[src/rtl/mult_div_unit_if.sv]
// rtl/mult_div_unit_if.sv - operand, MTHI/MTLO and HI/LO result bundle for mult_div_unit
interface mult_div_unit_if #(
    parameter int WIDTH = 32
);
    logic             start;
    logic [1:0]       op;
    logic [WIDTH-1:0] src_a;
    logic [WIDTH-1:0] src_b;
    logic             hi_we;
    logic             lo_we;
    logic [WIDTH-1:0] wr_data;
    logic             busy;
    logic             done;
    logic [WIDTH-1:0] hi;
    logic [WIDTH-1:0] lo;

    modport master (
        output start, op, src_a, src_b, hi_we, lo_we, wr_data,
        input  busy, done, hi, lo
    );

    modport slave (
        input  start, op, src_a, src_b, hi_we, lo_we, wr_data,
        output busy, done, hi, lo
    );
endinterface

[src/rtl/mult_div_unit.sv]
// rtl/mult_div_unit.sv - iterative HI/LO multiply/divide unit with MTHI/MTLO writes
module mult_div_unit #(
    parameter int WIDTH = 32
) (
    input  logic               clk,
    input  logic               rst_n,
    mult_div_unit_if.slave     bus
);
    localparam int CW = $clog2(WIDTH);

    typedef enum logic [1:0] {
        IDLE = 2'd0,
        CALC = 2'd1,
        FIX  = 2'd2
    } state_t;

    state_t           state;
    logic [CW-1:0]    count;
    logic             is_div;
    logic             neg_q;     // negate product (mult) or quotient (div)
    logic             neg_r;     // negate remainder: dividend was negative
    logic             div_zero;
    logic [WIDTH-1:0] acc;       // product high half / partial remainder
    logic [WIDTH-1:0] q;         // multiplier shifting out / quotient shifting in
    logic [WIDTH-1:0] b_op;      // multiplicand / divisor magnitude

    logic             is_signed;
    logic             a_neg;
    logic             b_neg;
    logic [WIDTH-1:0] abs_a;
    logic [WIDTH-1:0] abs_b;

    logic [WIDTH:0]   mul_sum;
    logic [WIDTH:0]   shifted;
    logic [WIDTH:0]   diff;
    logic [WIDTH-1:0] acc_n;
    logic [WIDTH-1:0] q_n;

    logic [2*WIDTH-1:0] prod;
    logic [2*WIDTH-1:0] prod_fix;
    logic [WIDTH-1:0]   quo_fix;
    logic [WIDTH-1:0]   rem_fix;
    logic [WIDTH-1:0]   res_hi;
    logic [WIDTH-1:0]   res_lo;

    // Operand magnitudes and sign flags; op[0]=0 selects the signed variants.
    always_comb begin
        is_signed = ~bus.op[0];
        a_neg     = is_signed & bus.src_a[WIDTH-1];
        b_neg     = is_signed & bus.src_b[WIDTH-1];
        abs_a     = a_neg ? (~bus.src_a + 1'b1) : bus.src_a;
        abs_b     = b_neg ? (~bus.src_b + 1'b1) : bus.src_b;
    end

    // One iteration: shift-add for multiply, restoring shift-subtract for divide.
    always_comb begin
        mul_sum = {1'b0, acc} + (q[0] ? {1'b0, b_op} : '0);
        shifted = {acc, q[WIDTH-1]};
        // Partial remainder stays below divisor, so diff[WIDTH] is the borrow.
        diff    = shifted - {1'b0, b_op};
        acc_n   = acc;
        q_n     = q;
        if (is_div) begin
            if (!diff[WIDTH]) begin
                acc_n = diff[WIDTH-1:0];
                q_n   = {q[WIDTH-2:0], 1'b1};
            end else begin
                acc_n = shifted[WIDTH-1:0];
                q_n   = {q[WIDTH-2:0], 1'b0};
            end
        end else begin
            acc_n = mul_sum[WIDTH:1];
            q_n   = {mul_sum[0], q[WIDTH-1:1]};
        end
    end

    // Sign fixup of the magnitude result; divide-by-zero leaves the dividend in acc.
    always_comb begin
        prod     = {acc, q};
        prod_fix = neg_q ? (~prod + 1'b1) : prod;
        quo_fix  = neg_q ? (~q + 1'b1) : q;
        rem_fix  = neg_r ? (~acc + 1'b1) : acc;
        if (is_div) begin
            res_hi = rem_fix;
            res_lo = div_zero ? '1 : quo_fix;
        end else begin
            res_hi = prod_fix[2*WIDTH-1:WIDTH];
            res_lo = prod_fix[WIDTH-1:0];
        end
    end

    // Control FSM, iteration datapath and HI/LO registers.
    always_ff @(posedge clk) begin
        if (!rst_n) begin
            state    <= IDLE;
            count    <= '0;
            is_div   <= 1'b0;
            neg_q    <= 1'b0;
            neg_r    <= 1'b0;
            div_zero <= 1'b0;
            acc      <= '0;
            q        <= '0;
            b_op     <= '0;
            bus.busy <= 1'b0;
            bus.done <= 1'b0;
            bus.hi   <= '0;
            bus.lo   <= '0;
        end else begin
            bus.done <= 1'b0;
            case (state)
                IDLE: begin
                    if (bus.hi_we) bus.hi <= bus.wr_data;
                    if (bus.lo_we) bus.lo <= bus.wr_data;
                    if (bus.start) begin
                        is_div   <= bus.op[1];
                        acc      <= '0;
                        if (bus.op[1]) begin
                            q    <= abs_a;
                            b_op <= abs_b;
                        end else begin
                            q    <= abs_b;
                            b_op <= abs_a;
                        end
                        neg_q    <= a_neg ^ b_neg;
                        neg_r    <= a_neg & bus.op[1];
                        div_zero <= bus.op[1] & (bus.src_b == '0);
                        count    <= CW'(WIDTH - 1);
                        bus.busy <= 1'b1;
                        state    <= CALC;
                    end
                end
                CALC: begin
                    acc <= acc_n;
                    q   <= q_n;
                    if (count == '0) begin
                        state <= FIX;
                    end else begin
                        count <= count - 1'b1;
                    end
                end
                FIX: begin
                    bus.hi   <= res_hi;
                    bus.lo   <= res_lo;
                    bus.busy <= 1'b0;
                    bus.done <= 1'b1;
                    state    <= IDLE;
                end
                default: begin
                    state    <= IDLE;
                    bus.busy <= 1'b0;
                end
            endcase
        end
    end
endmodule
[src/flat_wrapper.sv]
// flat-port wrapper written by rule: the top's interface ports become plain ports
module mult_div_unit_flat 
#(
    parameter int WIDTH = 32
)
  (clk, rst_n, bus_start, bus_op, bus_src_a, bus_src_b, bus_hi_we, bus_lo_we, bus_wr_data, bus_busy, bus_done, bus_hi, bus_lo);
  mult_div_unit_if #(.WIDTH(WIDTH)) bus_i ();
  input  logic clk;
  input  logic rst_n;
  input wire logic [$bits(bus_i.start)-1:0] bus_start;
  input wire logic [$bits(bus_i.op)-1:0] bus_op;
  input wire logic [$bits(bus_i.src_a)-1:0] bus_src_a;
  input wire logic [$bits(bus_i.src_b)-1:0] bus_src_b;
  input wire logic [$bits(bus_i.hi_we)-1:0] bus_hi_we;
  input wire logic [$bits(bus_i.lo_we)-1:0] bus_lo_we;
  input wire logic [$bits(bus_i.wr_data)-1:0] bus_wr_data;
  output wire logic [$bits(bus_i.busy)-1:0] bus_busy;
  output wire logic [$bits(bus_i.done)-1:0] bus_done;
  output wire logic [$bits(bus_i.hi)-1:0] bus_hi;
  output wire logic [$bits(bus_i.lo)-1:0] bus_lo;
  assign bus_i.start = bus_start;
  assign bus_i.op = bus_op;
  assign bus_i.src_a = bus_src_a;
  assign bus_i.src_b = bus_src_b;
  assign bus_i.hi_we = bus_hi_we;
  assign bus_i.lo_we = bus_lo_we;
  assign bus_i.wr_data = bus_wr_data;
  assign bus_busy = bus_i.busy;
  assign bus_done = bus_i.done;
  assign bus_hi = bus_i.hi;
  assign bus_lo = bus_i.lo;
  mult_div_unit #(.WIDTH(WIDTH)) u_core (.clk(clk), .rst_n(rst_n), .bus(bus_i));
endmodule
[config.mk]
export PLATFORM = sky130hd
export DESIGN_NAME = mult_div_unit_flat
export DESIGN_NICKNAME = d
export VERILOG_FILES = /design/src/rtl/mult_div_unit_if.sv /design/src/rtl/mult_div_unit.sv /design/src/flat_wrapper.sv
export SDC_FILE = /design/constraint.sdc
export NUM_CORES = 1
export LEC_CHECK = 0
export BUFFER_PORTS_ARGS = -buffer_cell sky130_fd_sc_hd__clkbuf_2
export CELL_PAD_IN_SITES_DETAIL_PLACEMENT = 1
export CELL_PAD_IN_SITES_GLOBAL_PLACEMENT = 1
export CORE_ASPECT_RATIO = 0.6
export CORE_MARGIN = 3
export CORE_UTILIZATION = 44
export CTS_CLUSTER_SIZE = 24
export DETAILED_ROUTE_END_ITERATION = 6
export PLACE_DENSITY = 0.82
export SETUP_SLACK_MARGIN = 0.2
export SLEW_MARGIN = 30
export SYNTH_ARGS = -nofsm -noshare
export SYNTH_HDL_FRONTEND = slang
export SYNTH_SLANG_ARGS = --single-unit
[constraint.sdc]
create_clock -name clk -period 3.8 [get_ports clk]
set_input_delay 0.76 -clock clk [delete_from_list [all_inputs] [get_ports clk]]
set_output_delay 0.76 -clock clk [all_outputs]
set_load 0.02 [all_outputs]
==> qor.yml <==
status: "finished clean"
cts_max_level: 4
cts_tree: "done"
ant_nets: 0
grt_pass1_wl_um: 101000
worstPathArrival_ps: 3850
hold_viol_final: 0
finalMaxSlewViolations: 0
cts_sinks: 173
drtIter0Drc: 1732
antennaDiodeCount: 0
cp-start-kind: "register"
ys_types: 80
dieArea_um2: 35600
synth_flop_cell: "dfxtp_1"
die_y_um: 147
synthCells: 2021
drive_gt1_frac: 0.162
hold_path.class: "register to register"
synth_edf_count: 0
clockBufferDepth: 2
netlist_area_um2: 14600
port_buffers: 168
cts_buffers: 17
clock_skew_ps: 24.1
powerDensity_nw_per_um2: 378
yosysSeqAreaShare: 0.236
start_util: 0.449
async_reset_ff_frac: 0
final_cell_mix: "259 x nand2_1, 223 x a21oi_1, 198 x nor2_1, 171 x dfxtp_1, 168 x clkbuf_2"
grt_antenna_before_repair: 0
drt-wirelength-per-cell_um: 25.3
yosys_warnings: 0
layout_commonest_cell: "nand2_1"
hold-path-cell-count: 2
io_pins: 169
clk_pin_slew_ps: 70
end_kind: "register"
synth_top_area_frac: 0.236
fin_setup_tns_ps: 0
crit_type: "register to register"
num_vias: 17100
worst-slew-pin-transition_ps: 936
p_leak_nw: 7.19
gp_congestion: 1.01
cts_hold_buf: 0
routed_wl_um: 66800
cp.required_ps: 4160
core-area_um2: 32600
synth_top_cell_by_area: "dfxtp_1"
syn-num-nets: 2196
fin_crit_sh: 0.920
die_x_um: 242
syn_to_final_growth_pct: 16.0
fp-row-count: 51
min_period_ps: 3500
max_freq_mhz: 286
clk_latency_ps: 470
reg2reg_depth: 11
fin_nets: 2353
cap_violations: 0
syn_avg_cell_area_um2: 7.25
grt_pass1_vias: 16600
finalPower_mw: 6.42
place_hpwl_um: 52500
grt_overflow: 0
synth_area_leaders: "dfxtp_1 24%, a21oi_1 7.8%, nand2_1 6.6%"
setup_viol: 0
crit_fanout: 8
vdd_drop_max_uv: 337
maxSlewHeadroom: 0.371
clockRootBuffer: "clkbuf_16"
dr.pass1.iters: 6
synth-seq-cells: 173
viasPerCell: 6.46
grtUsageTotal: 0.366
drc: 0
grt_max_degree: 98
rsz0062_at_grt: "false"
cells by family after synthesis:
| logic type | share of synthesized area |
|---|---|
| compound gates | 0.297 |
| xor+xnor | 0.0981 |
| fa+ha+maj | 0.0625 |
| buf+inv | 0.0527 |
| flops | 0.236 |
| mux | 0.0361 |
| simple gates | 0.217 |
cells in the mapped netlist, types with 5 or more instances:
master    count
o31a_1        6
o21bai_1     11
mux2i_1      36
a21oi_1     228
nor2b_1      14
a221o_1       8
nand3b_1      6
o21a_1        6
o21ai_1       7
a21o_1       36
a211oi_1     28
o31ai_1      37
a31oi_1      13
nor2_1      202
xnor2_1      90
nand2b_1     26
a32o_1        6
o21ai_0     120
nor4_1       14
or4_1        12
nand2_1     259
o221ai_1     31
nor3_1       37
and2_1       11
ha_1         70
buf_1        13
o211a_1       5
buf_2         5
or3_1        17
mux2_2       15
xor2_1       74
inv_1        67
a211o_1       9
a22oi_1       9
dfxtp_1     173
nand4_1      13
and3_1       12
clkbuf_1    110
nand3_1      41
o211ai_1     56
a311o_1       5
o41ai_1      13
registers in the layout, indices dropped and copies added, names as in the netlist:
signal / cells
u_core.bus.done: 1
u_core.neg_q: 1
u_core.bus.hi: 32
u_core.neg_r: 1
u_core.is_div: 1
u_core.count: 5
u_core.b_op: 32
u_core.bus.lo: 32
u_core.div_zero: 1
u_core.state: 2
u_core.acc: 32
u_core.bus.busy: 1
u_core.q: 32
worst paths after layout:
kind | from | endpoint | slack, ps
setup / recovery | u_core.acc[7]$_SDFFE_PN0P_ | u_core.acc[27]$_SDFFE_PN0P_ | 300
hold / removal | u_core.b_op[23]$_SDFFE_PN0P_ | u_core.b_op[23]$_SDFFE_PN0P_ | 460
setup reg to reg | u_core.acc[7]$_SDFFE_PN0P_ | u_core.acc[27]$_SDFFE_PN0P_ | 300
hold reg to reg | u_core.b_op[23]$_SDFFE_PN0P_ | u_core.b_op[23]$_SDFFE_PN0P_ | 460
metal layers:
| metal | part of all wire | GRT usage | up-vias |
|---|---|---|---|
| li1 | - | - | 7639 |
| met1 | 0.45 | 0.531 | 8357 |
| met2 | 0.40 | 0.516 | 953 |
| met3 | 0.13 | 0.114 | 116 |
| met4 | 0.025 | 0.104 | 0 |
| met5 | 0 | 0 | - |
report_power, final:
part	switching (mW)	internal [mW]	total [mW]
logic	1.59	0.854	2.45
registers	0.194	1.97	2.17
clock network	0.884	0.922	1.81
cell type report:
cell class	instances	area (um2)
sequential	173	3470
clock inverter	12	120
tap	450	563
multi-input combinational	1648	10500
timing repair buffer	268	1620
clock buffer	20	467
fill	4180	15600
inverter	70	263
metrics by stage:
stage | setup slack, ps | utilization | cells | area, um2 | hold WS (ps)
after floorplan | 684 | - | 2021 | 14600 | 432
after global placement | 365 | 0.501 | 2607 | 16300 | 442
after detailed placement | 246 | 0.501 | 2607 | 16300 | 450
after CTS | 278 | 0.519 | 2639 | 16900 | 460
after global routing | 197 | 0.521 | 2641 | 17000 | 477
final | 304 | 0.521 | 2641 | 17000 | 459
worst max-delay path, stage by stage, from the launching register on:
cell	delay, ps
dfxtp_1	670
ha_1	360
o21ai_0	140
a21oi_1	150
o41a_1	240
nand3_1	220
a2111oi_1	450
buf_4	210
or3_1	250
a2111oi_0	150
a211o_1	290
a221o_1	250
repair_timing:
item                                    4_1_cts  5_1_grt
gates resized for setup                       0       12
endpoints found under the setup margin        0       34
setup buffers                                 0        2
Power figures use the tool's default switching activity.
